<file path="src/rtl/hazard_control_unit.sv">
// ---------------------------------------------------------------------------
// hazard_control_unit
//
// Purpose:
//   Pipeline hazard controller for a classic 5-stage core. It drives the hold
//   and flush controls of the IF/ID register, the PC write enable and the
//   ID/EX bubble insert. It detects load-use hazards and EX-stage branch/jump
//   redirects, freezes the whole pipeline while memory reports busy, and keeps
//   saturating stall/flush performance counters plus a sticky memory-wait
//   timeout flag. Control outputs are combinational (zero latency); only the
//   FSM, the flush/wait counters, the timeout flag and the performance
//   counters are registered.
//
// Ports:
//   clk              rising-edge clock
//   reset            synchronous, active-low reset
//   id_rs1/id_rs2    source registers of the instruction in ID
//   id_use_rs1/2     ID instruction actually reads rs1/rs2
//   ex_rd            destination register of the instruction in EX
//   ex_mem_read      EX instruction is a load
//   ex_branch_taken  EX resolved a taken branch or jump
//   mem_busy         instruction or data memory not ready
//   if_id_enable     IF/ID load control: 0 = load, 1 = hold
//   if_id_flush      1 = IF/ID loads zero
//   pc_write         1 = PC updates
//   id_ex_bubble     1 = ID/EX captures a NOP
//   pipe_freeze      1 = all pipeline registers hold
//   timeout_err      sticky memory-wait timeout
//   stall_cnt        saturating count of cycles with pc_write = 0
//   flush_cnt        saturating count of cycles with if_id_flush = 1
// ---------------------------------------------------------------------------
module hazard_control_unit #(
    parameter int unsigned FLUSH_CYCLES = 1,
    parameter int unsigned MAX_WAIT     = 255,
    parameter int unsigned WAIT_W       = 8,
    parameter int unsigned CNT_W        = 16
) (
    input  logic             clk,
    input  logic             reset,
    input  logic [4:0]       id_rs1,
    input  logic [4:0]       id_rs2,
    input  logic             id_use_rs1,
    input  logic             id_use_rs2,
    input  logic [4:0]       ex_rd,
    input  logic             ex_mem_read,
    input  logic             ex_branch_taken,
    input  logic             mem_busy,
    output logic             if_id_enable,
    output logic             if_id_flush,
    output logic             pc_write,
    output logic             id_ex_bubble,
    output logic             pipe_freeze,
    output logic             timeout_err,
    output logic [CNT_W-1:0] stall_cnt,
    output logic [CNT_W-1:0] flush_cnt
);

    typedef enum logic [1:0] {
        RUN   = 2'd0,
        FLUSH = 2'd1,
        WAIT  = 2'd2
    } state_t;

    // Flush cycles remaining after the redirect cycle itself.
    localparam logic [3:0]        FC_RELOAD   = 4'(FLUSH_CYCLES - 1);
    localparam bit                MULTI_FLUSH = (FLUSH_CYCLES > 1);
    localparam logic [WAIT_W-1:0] WAIT_LIMIT  = WAIT_W'(MAX_WAIT);

    state_t            state_q, state_d;
    logic [3:0]        fc_q, fc_d;
    logic [WAIT_W-1:0] wc_q, wc_d, wc_inc;
    logic              timeout_q, timeout_d;
    logic [CNT_W-1:0]  stall_cnt_q, flush_cnt_q;
    logic              load_use;

    // x0 is hard-wired to zero, so a load targeting it never creates a hazard.
    assign load_use = ex_mem_read && (ex_rd != 5'd0) &&
                      ((id_use_rs1 && (id_rs1 == ex_rd)) ||
                       (id_use_rs2 && (id_rs2 == ex_rd)));

    // ---------------------------------------------------------------------
    // Next-state and output logic
    // ---------------------------------------------------------------------
    always_comb begin
        if_id_enable = 1'b0;
        if_id_flush  = 1'b0;
        pc_write     = 1'b1;
        id_ex_bubble = 1'b0;
        pipe_freeze  = 1'b0;
        state_d      = state_q;
        fc_d         = fc_q;
        wc_d         = wc_q;
        timeout_d    = timeout_q;
        wc_inc       = (wc_q == '1) ? wc_q : wc_q + 1'b1;

        if (!reset) begin
            // Keep the pipeline inert while reset is held.
            if_id_enable = 1'b1;
            if_id_flush  = 1'b1;
            id_ex_bubble = 1'b1;
            pc_write     = 1'b0;
            state_d      = RUN;
            fc_d         = 4'd0;
            wc_d         = '0;
            timeout_d    = 1'b0;
        end else if (mem_busy) begin
            // Memory stall dominates: everything holds, pending branch or
            // load-use is serviced once the memory is ready again.
            pipe_freeze  = 1'b1;
            pc_write     = 1'b0;
            if_id_enable = 1'b1;
            wc_d         = wc_inc;
            if (wc_inc == WAIT_LIMIT) begin
                timeout_d = 1'b1;
            end
            // A frozen FLUSH keeps its remaining count and resumes afterwards.
            if (state_q != FLUSH) begin
                state_d = WAIT;
            end
        end else begin
            wc_d = '0;
            if (ex_branch_taken) begin
                if_id_flush  = 1'b1;
                id_ex_bubble = 1'b1;
                fc_d         = FC_RELOAD;
                state_d      = MULTI_FLUSH ? FLUSH : RUN;
            end else if (state_q == FLUSH) begin
                // Load-use is irrelevant here: ID holds a squashed slot.
                if_id_flush  = 1'b1;
                id_ex_bubble = 1'b1;
                fc_d         = (fc_q == 4'd0) ? 4'd0 : fc_q - 4'd1;
                state_d      = (fc_d == 4'd0) ? RUN : FLUSH;
            end else if (load_use) begin
                pc_write     = 1'b0;
                if_id_enable = 1'b1;
                id_ex_bubble = 1'b1;
                state_d      = RUN;
            end else begin
                state_d = RUN;
            end
        end
    end

    // ---------------------------------------------------------------------
    // State registers
    // ---------------------------------------------------------------------
    always_ff @(posedge clk) begin
        if (!reset) begin
            state_q   <= RUN;
            fc_q      <= 4'd0;
            wc_q      <= '0;
            timeout_q <= 1'b0;
        end else begin
            state_q   <= state_d;
            fc_q      <= fc_d;
            wc_q      <= wc_d;
            timeout_q <= timeout_d;
        end
    end

    // Saturating performance counters driven from the live control outputs.
    always_ff @(posedge clk) begin
        if (!reset) begin
            stall_cnt_q <= '0;
            flush_cnt_q <= '0;
        end else begin
            if (!pc_write && (stall_cnt_q != '1)) begin
                stall_cnt_q <= stall_cnt_q + 1'b1;
            end
            if (if_id_flush && (flush_cnt_q != '1)) begin
                flush_cnt_q <= flush_cnt_q + 1'b1;
            end
        end
    end

    assign timeout_err = timeout_q;
    assign stall_cnt   = stall_cnt_q;
    assign flush_cnt   = flush_cnt_q;

endmodule

</file>
<file path="config.mk">
export PLATFORM = sky130hd
export DESIGN_NAME = hazard_control_unit
export DESIGN_NICKNAME = d
export VERILOG_FILES = /design/src/rtl/hazard_control_unit.sv
export SDC_FILE = /design/constraint.sdc
export NUM_CORES = 1
export LEC_CHECK = 0
export CAP_MARGIN = 10
export CORE_MARGIN = 2
export CORE_UTILIZATION = 53
export DETAILED_ROUTE_END_ITERATION = 8
export PLACE_DENSITY = 0.85
export REMOVE_ABC_BUFFERS = 1
export SKIP_LAST_GASP = 1
export SLEW_MARGIN = 20
export SYNTH_ARGS = -nofsm -noshare
export SYNTH_HDL_FRONTEND = slang
export SYNTH_SLANG_ARGS = --single-unit
</file>
<file path="constraint.sdc">
create_clock -name clk -period 4.7 [get_ports clk]
set_clock_uncertainty 0.1 [all_clocks]
set_input_delay 0.94 -clock clk [delete_from_list [all_inputs] [get_ports clk]]
set_output_delay 0.94 -clock clk [all_outputs]
set_load 0.01 [all_outputs]
</file>
## After elaboration in Yosys (flattened, before gate mapping)

Index checks and enable logic that the tools add are counted.

| word-level totals | value |
|---|---|
| bits in registers | 47 |
| input bits | 22 |
| output and inout bits | 38 |
| word-level logic and storage cells | 64 |

| cells by class | value |
|---|---|
| add/sub/neg operators | 4 |
| equality and inequality tests | 9 |
| multiplexer cells | 29 |
| bitwise operators | 1 |
| reduce and logical (&&, ||, !) cells | 15 |

Operator list:

| cell | count |
|---|---|
| $add 16x1->16 const B | 2 |
| $ne 16x16->1 const B | 2 |
| $mux 1 | 23 |
| $eq 8x8->1 const B | 2 |
| $mux 4 | 3 |
| $eq 5x5->1 | 2 |
| $add 8x1->8 const B | 1 |
| $logic_not 4->1 | 2 |
| $mux 8 | 1 |
| $logic_and 1x1->1 | 6 |
| $reduce_and 2->1 | 3 |
| $reduce_bool 5->1 | 1 |
| $mux 2 | 2 |
| $ne 2x1->1 const B | 2 |
| $sub 4x1->4 const B | 1 |
| $eq 2x1->1 const B | 1 |
| $reduce_bool 2->1 | 1 |
| $logic_not 1->1 | 1 |
| $logic_or 1x1->1 | 1 |
| $not 1->1 | 1 |

## Longest topological paths before layout

Gate-level depths: netlist of the first run.

| logic depth | value |
|---|---|
| word-level depth | 11 |
| gate-level depth with buffers | 9 |

## Worst setup path before layout of the first run

OpenSTA, ideal clock, no wires.

| timing path | value |
|---|---|
| kind | input to output |
| from | input port ex_rd[1] |
| to | output port pc_write |
| data arrival time | 2.245 ns |
| data required time | 3.660 ns |
| slack | 1.415 ns |
| stages on the path | 7 |
| buffers on the path | 2 |
| cell sequence | or4_1 o21ai_1 or3_1 o21ai_2 inv_2 buf_6 buf_2 |

| on the way | value |
|---|---|
| cells in the longest elaborated chain, start to end | 9 |
| elaborated cells between the ends (all ways) | 13 |
| classes of those cells | 2 x eq/ne; 5 x mux; 6 x reduce/logical |

RTL lines:

| item | line | text |
|---|---|---|
| from (decl) | 44 | `input logic [4:0] ex_rd,` |
| $eq 5x5->1, on equally long branches | 78, 79 |  |
| $logic_and 1x1->1, on equally long branches | 78, 79 |  |
| $logic_or 1x1->1 | 78 | `((id_use_rs1 && (id_rs1 == ex_rd)) \|\|` |
| $logic_and 1x1->1 * | 77 | `assign load_use = ex_mem_read && (ex_rd != 5'd0) &&` |
| $mux 1 * | 133 | `end else if (load_use) begin` |
| $mux 1 * | 127 | `end else if (state_q == FLUSH) begin` |
| $mux 1 * | 122 | `if (ex_branch_taken) begin` |
| $mux 1 * | 106 | `end else if (mem_busy) begin` |
| $mux 1 * | 96 | `if (!reset) begin` |
| to (decl) | 50 | `output logic pc_write,` |

Every way passes the cells marked *; elsewhere a longest branch is shown, timed or not.

## Final worst setup path of the first run

Same ends and word-level chain as after synthesis.

==> flow_summary_export.csv, run 1 <==
group,metric,value,unit
cts,cts-buffers-inserted,5,
logic_synthesis,synthCells,301,
timing,drv_slew,0,
cts,post-cts-setup-buffer-count,0,
critical_path,cp_cell_sequence,"clkdlybuf4s50_1, or4_1, o21ai_1, or3_1, o21ai_2, inv_2, clkdlybuf4s50_1",
cts,cts_buffer_depth,2,
logic_synthesis,synth_ff_type,"dfxtp_1",
drt,wl_per_cell,14.2,um
drt,ant_nets,0,
floorplan,ios,60,
power,irDropWorstVdd,0.224,mV
outcome,status,"completed",
placed_design,dp.cells,405,
drt,route.detailed.drc,0,
drt,drt_iter0_drc,143,
final_layout,stdcell_count,413,
grt,grt_pass1_vias,2222,
critical_path,start_kind,"input port",
final_layout,area_delta_synth_final,31.4,%
worst_hold_path,hp-class,"register to register",
job,maxCapViolations,0,
placed_design,dp_hpwl,4.20,mm
critical_path,required,3.66,ns
timing,setup_viol,0,
timing,tns,0,ns
timing,maxSlewHeadroom,51.2,%
placed_design,finalWeightedCongestion,0.802,
final_layout,multiInputGateArea,1450,um^2
logic_synthesis,synth-edff-count,0,
cts,cts_tree,"done",
critical_path,crit_slowest_cell,"or4_1",
final_layout,fillers,337,
critical_path,crit_fanout,3,
cts,insertion_delay,0.31,ns
final_layout,seqCellArea,941,um^2
critical_path,worst-setup-path-type,"input port to output pin",
cts,holdBufCountCts,0,
cts,cts_resized,0,
drt,via_count,2412,
drt,drt-pass1-iter-count,4,
timing,period_needed,4.04,ns
grt,grt_max_degree,36,
timing,fin_ws,0.661,ns
final_layout,antennaDiodeCount,0,
timing,fin_crit_sh,85.9,%
placed_design,placedInstanceArea,3110,um^2
timing,hold_viol,0,
final_layout,drive_above_1_share,4.99,%
floorplan,die_area,5240,um^2
critical_path,critPathMostFrequentCell,"clkdlybuf4s50_1",
cts,cts_root_buf,"clkbuf_8",
floorplan,rows,24,
critical_path,end_kind,"output pin",
logic_synthesis,yosysUniqueCellTypes,48,
power,power.density,265,nW/um^2
floorplan,die_w,72.4,um
placed_design,place_ws,0.665,ns
power,p_leak,1.07,nW
placed_design,port_buffers,59,
grt,antenna_found_initial,0,
floorplan,start_util,56.1,%
cts,clock_sinks,47,
logic_synthesis,ys_ff_latch,47,
cts,h-tree-depth,2,
grt,track_usage,23.6,%
logic_synthesis,synthesis.area,2480,um^2
critical_path,crit_arrival,3.00,ns
logic_synthesis,avgSynthCellArea,8.23,um^2
drt,wirelength,5.89,mm
floorplan,die_h,72.4,um
floorplan,core_area,4410,um^2
cts,clkTransAtPathRegs,0.09,ns
timing,clock.fmax,0.248,GHz
logic_synthesis,seq_area_frac_synth,38.0,%
timing,rsz0062_at_grt,"false",
grt,grt_pass1_wl,9.99,mm
logic_synthesis,ys_warn_count,0,
grt,overflow,0,
final_layout,stdcell_area,3250,um^2
critical_path,max_stage_delay,0.55,ns
logic_synthesis,async_flop_share,0,%
drt,viasPerCell,5.84,
timing,tightest_slew,0.730,ns
final_layout,final_nets,385,
## synthesized netlist by cell type, drive strengths merged, types with 3 or more instances
| master | count | area share [%] |
|---|---|---|
| nor4 | 8 | 2.3 |
| xnor2 | 13 | 4.6 |
| clkbuf | 8 | 1.2 |
| or3 | 4 | 1.0 |
| and4 | 4 | 1.4 |
| o21ai | 12 | 2.6 |
| o31ai | 8 | 2.4 |
| nor2 | 37 | 5.6 |
| mux2i | 10 | 4.0 |
| inv | 6 | 0.91 |
| and3 | 7 | 1.8 |
| or4 | 9 | 2.7 |
| dfxtp | 47 | 38 |
| o41ai | 3 | 1.1 |
| nand2 | 24 | 3.6 |
| nor4b | 4 | 1.4 |
| buf | 4 | 1.1 |
| nand2b | 7 | 1.8 |
| nand3 | 17 | 3.4 |
| ha | 3 | 1.5 |
| nand4 | 6 | 1.5 |
| xor2 | 11 | 3.9 |
| nor3 | 12 | 2.4 |
| a21oi | 15 | 3.0 |
## cell usage in the layout (no fill, tap or decap), types with 2 or more instances in the layout
cell type	netlist	final
clkdlybuf4s50_1	0	59
dfxtp_1	47	47
nor2_1	37	37
nand2_1	24	24
nand3_1	17	17
a21oi_1	15	15
xnor2_1	13	13
nor3_1	12	12
xor2_1	11	11
mux2i_1	10	10
o21ai_0	10	10
or4_1	9	9
o31ai_1	8	8
nor4_1	7	7
nand2b_1	7	7
and3_1	7	7
nand4_1	6	6
inv_1	5	5
clkbuf_8	0	5
buf_4	0	5
or3_1	4	4
and4_1	4	4
nor4b_1	4	4
o41ai_1	3	3
ha_1	3	3
nor2b_1	2	2
o21a_1	2	2
a211oi_1	2	2
bufinv_16	0	2
## state kept, by name, indices dropped and copies added, names as in the netlist
signal       cells
timeout_err      1
wc_q             8
state_q          2
stall_cnt       16
fc_q             4
flush_cnt       16
## layout make-up
class	instances	area share, %
clock inverter	3	2.19
multi-input combinational	235	44.7
clock buffer	5	2.11
inverter	7	0.807
sequential	47	28.9
tap	52	2.00
timing repair buffer	64	19.3
## cell families (layout without fill, tap and decap cells)
logic type | after synthesis | after routing | synth area share, %
AND/OR/NAND/NOR | 146 | 146 | 31.0
AO/OA/AOI/OAI | 51 | 51 | 13.2
flip-flops | 47 | 47 | 38.0
XOR/XNOR | 24 | 24 | 8.48
buffers and inverters | 19 | 79 | 3.33
multiplexers | 11 | 11 | 4.50
adder cells (fa/ha/maj) | 3 | 3 | 1.52
## power breakdown
part | internal (mW) | switching, mW | leakage (nW)
Sequential | 0.404 | 0.00803 | 0.380
Clock | 0.216 | 0.151 | 0.0703
Combinational | 0.0447 | 0.0408 | 0.622
## critical path: cells and delay by family
family / cells / cell delay [ns]
buffers and inverters: 3 / 1.06
AOI/OAI and AO/OA: 2 / 0.26
and+or+nand+nor: 2 / 0.73
## through the flow
step,hold slack [ns],utilization [%],power [mW]
finish,0.378,73.7,0.864
CTS,0.385,73.7,0.866
global route,0.390,73.7,0.892
floorplan,0.338,-,0.456
detailed placement,0.363,70.5,0.505
global placement,0.349,70.5,0.504
## layer usage
layer  share of wire [%]  track usage, %  up-vias  wire (um)
li1                    -               -     1214          -
met1                  43            28.0     1118       2540
met2                  52            43.5       70       3040
met3                 4.2            4.03       10        247
met4                 1.1            6.58        0         63
met5                   0               0        -          0
## path summary, 6_finish.rpt
kind	from	endpoint	slack, ns	depth (start not counted)
worst min-delay path	timeout_err	timeout_err	0.38	1
worst max-delay path	ex_rd[1]	pc_write	0.66	7
worst max register to register	stall_cnt[0]	stall_cnt[1]	2.28	8
worst min register to register	timeout_err	timeout_err	0.38	1
Power figures use the tool's default switching activity.
==> run 2, diff against run 1 <==
- ABC_CLOCK_PERIOD_IN_PS: unset -> 4700
==> results of run 2 <==
The final DEF is identical to that of run 1; final timing and power are the same.
==> run 3, diff against run 2 <==
- SKIP_LAST_GASP: 1 -> unset
==> results of run 3 <==
The final DEF is identical to that of run 1; final timing and power are the same.
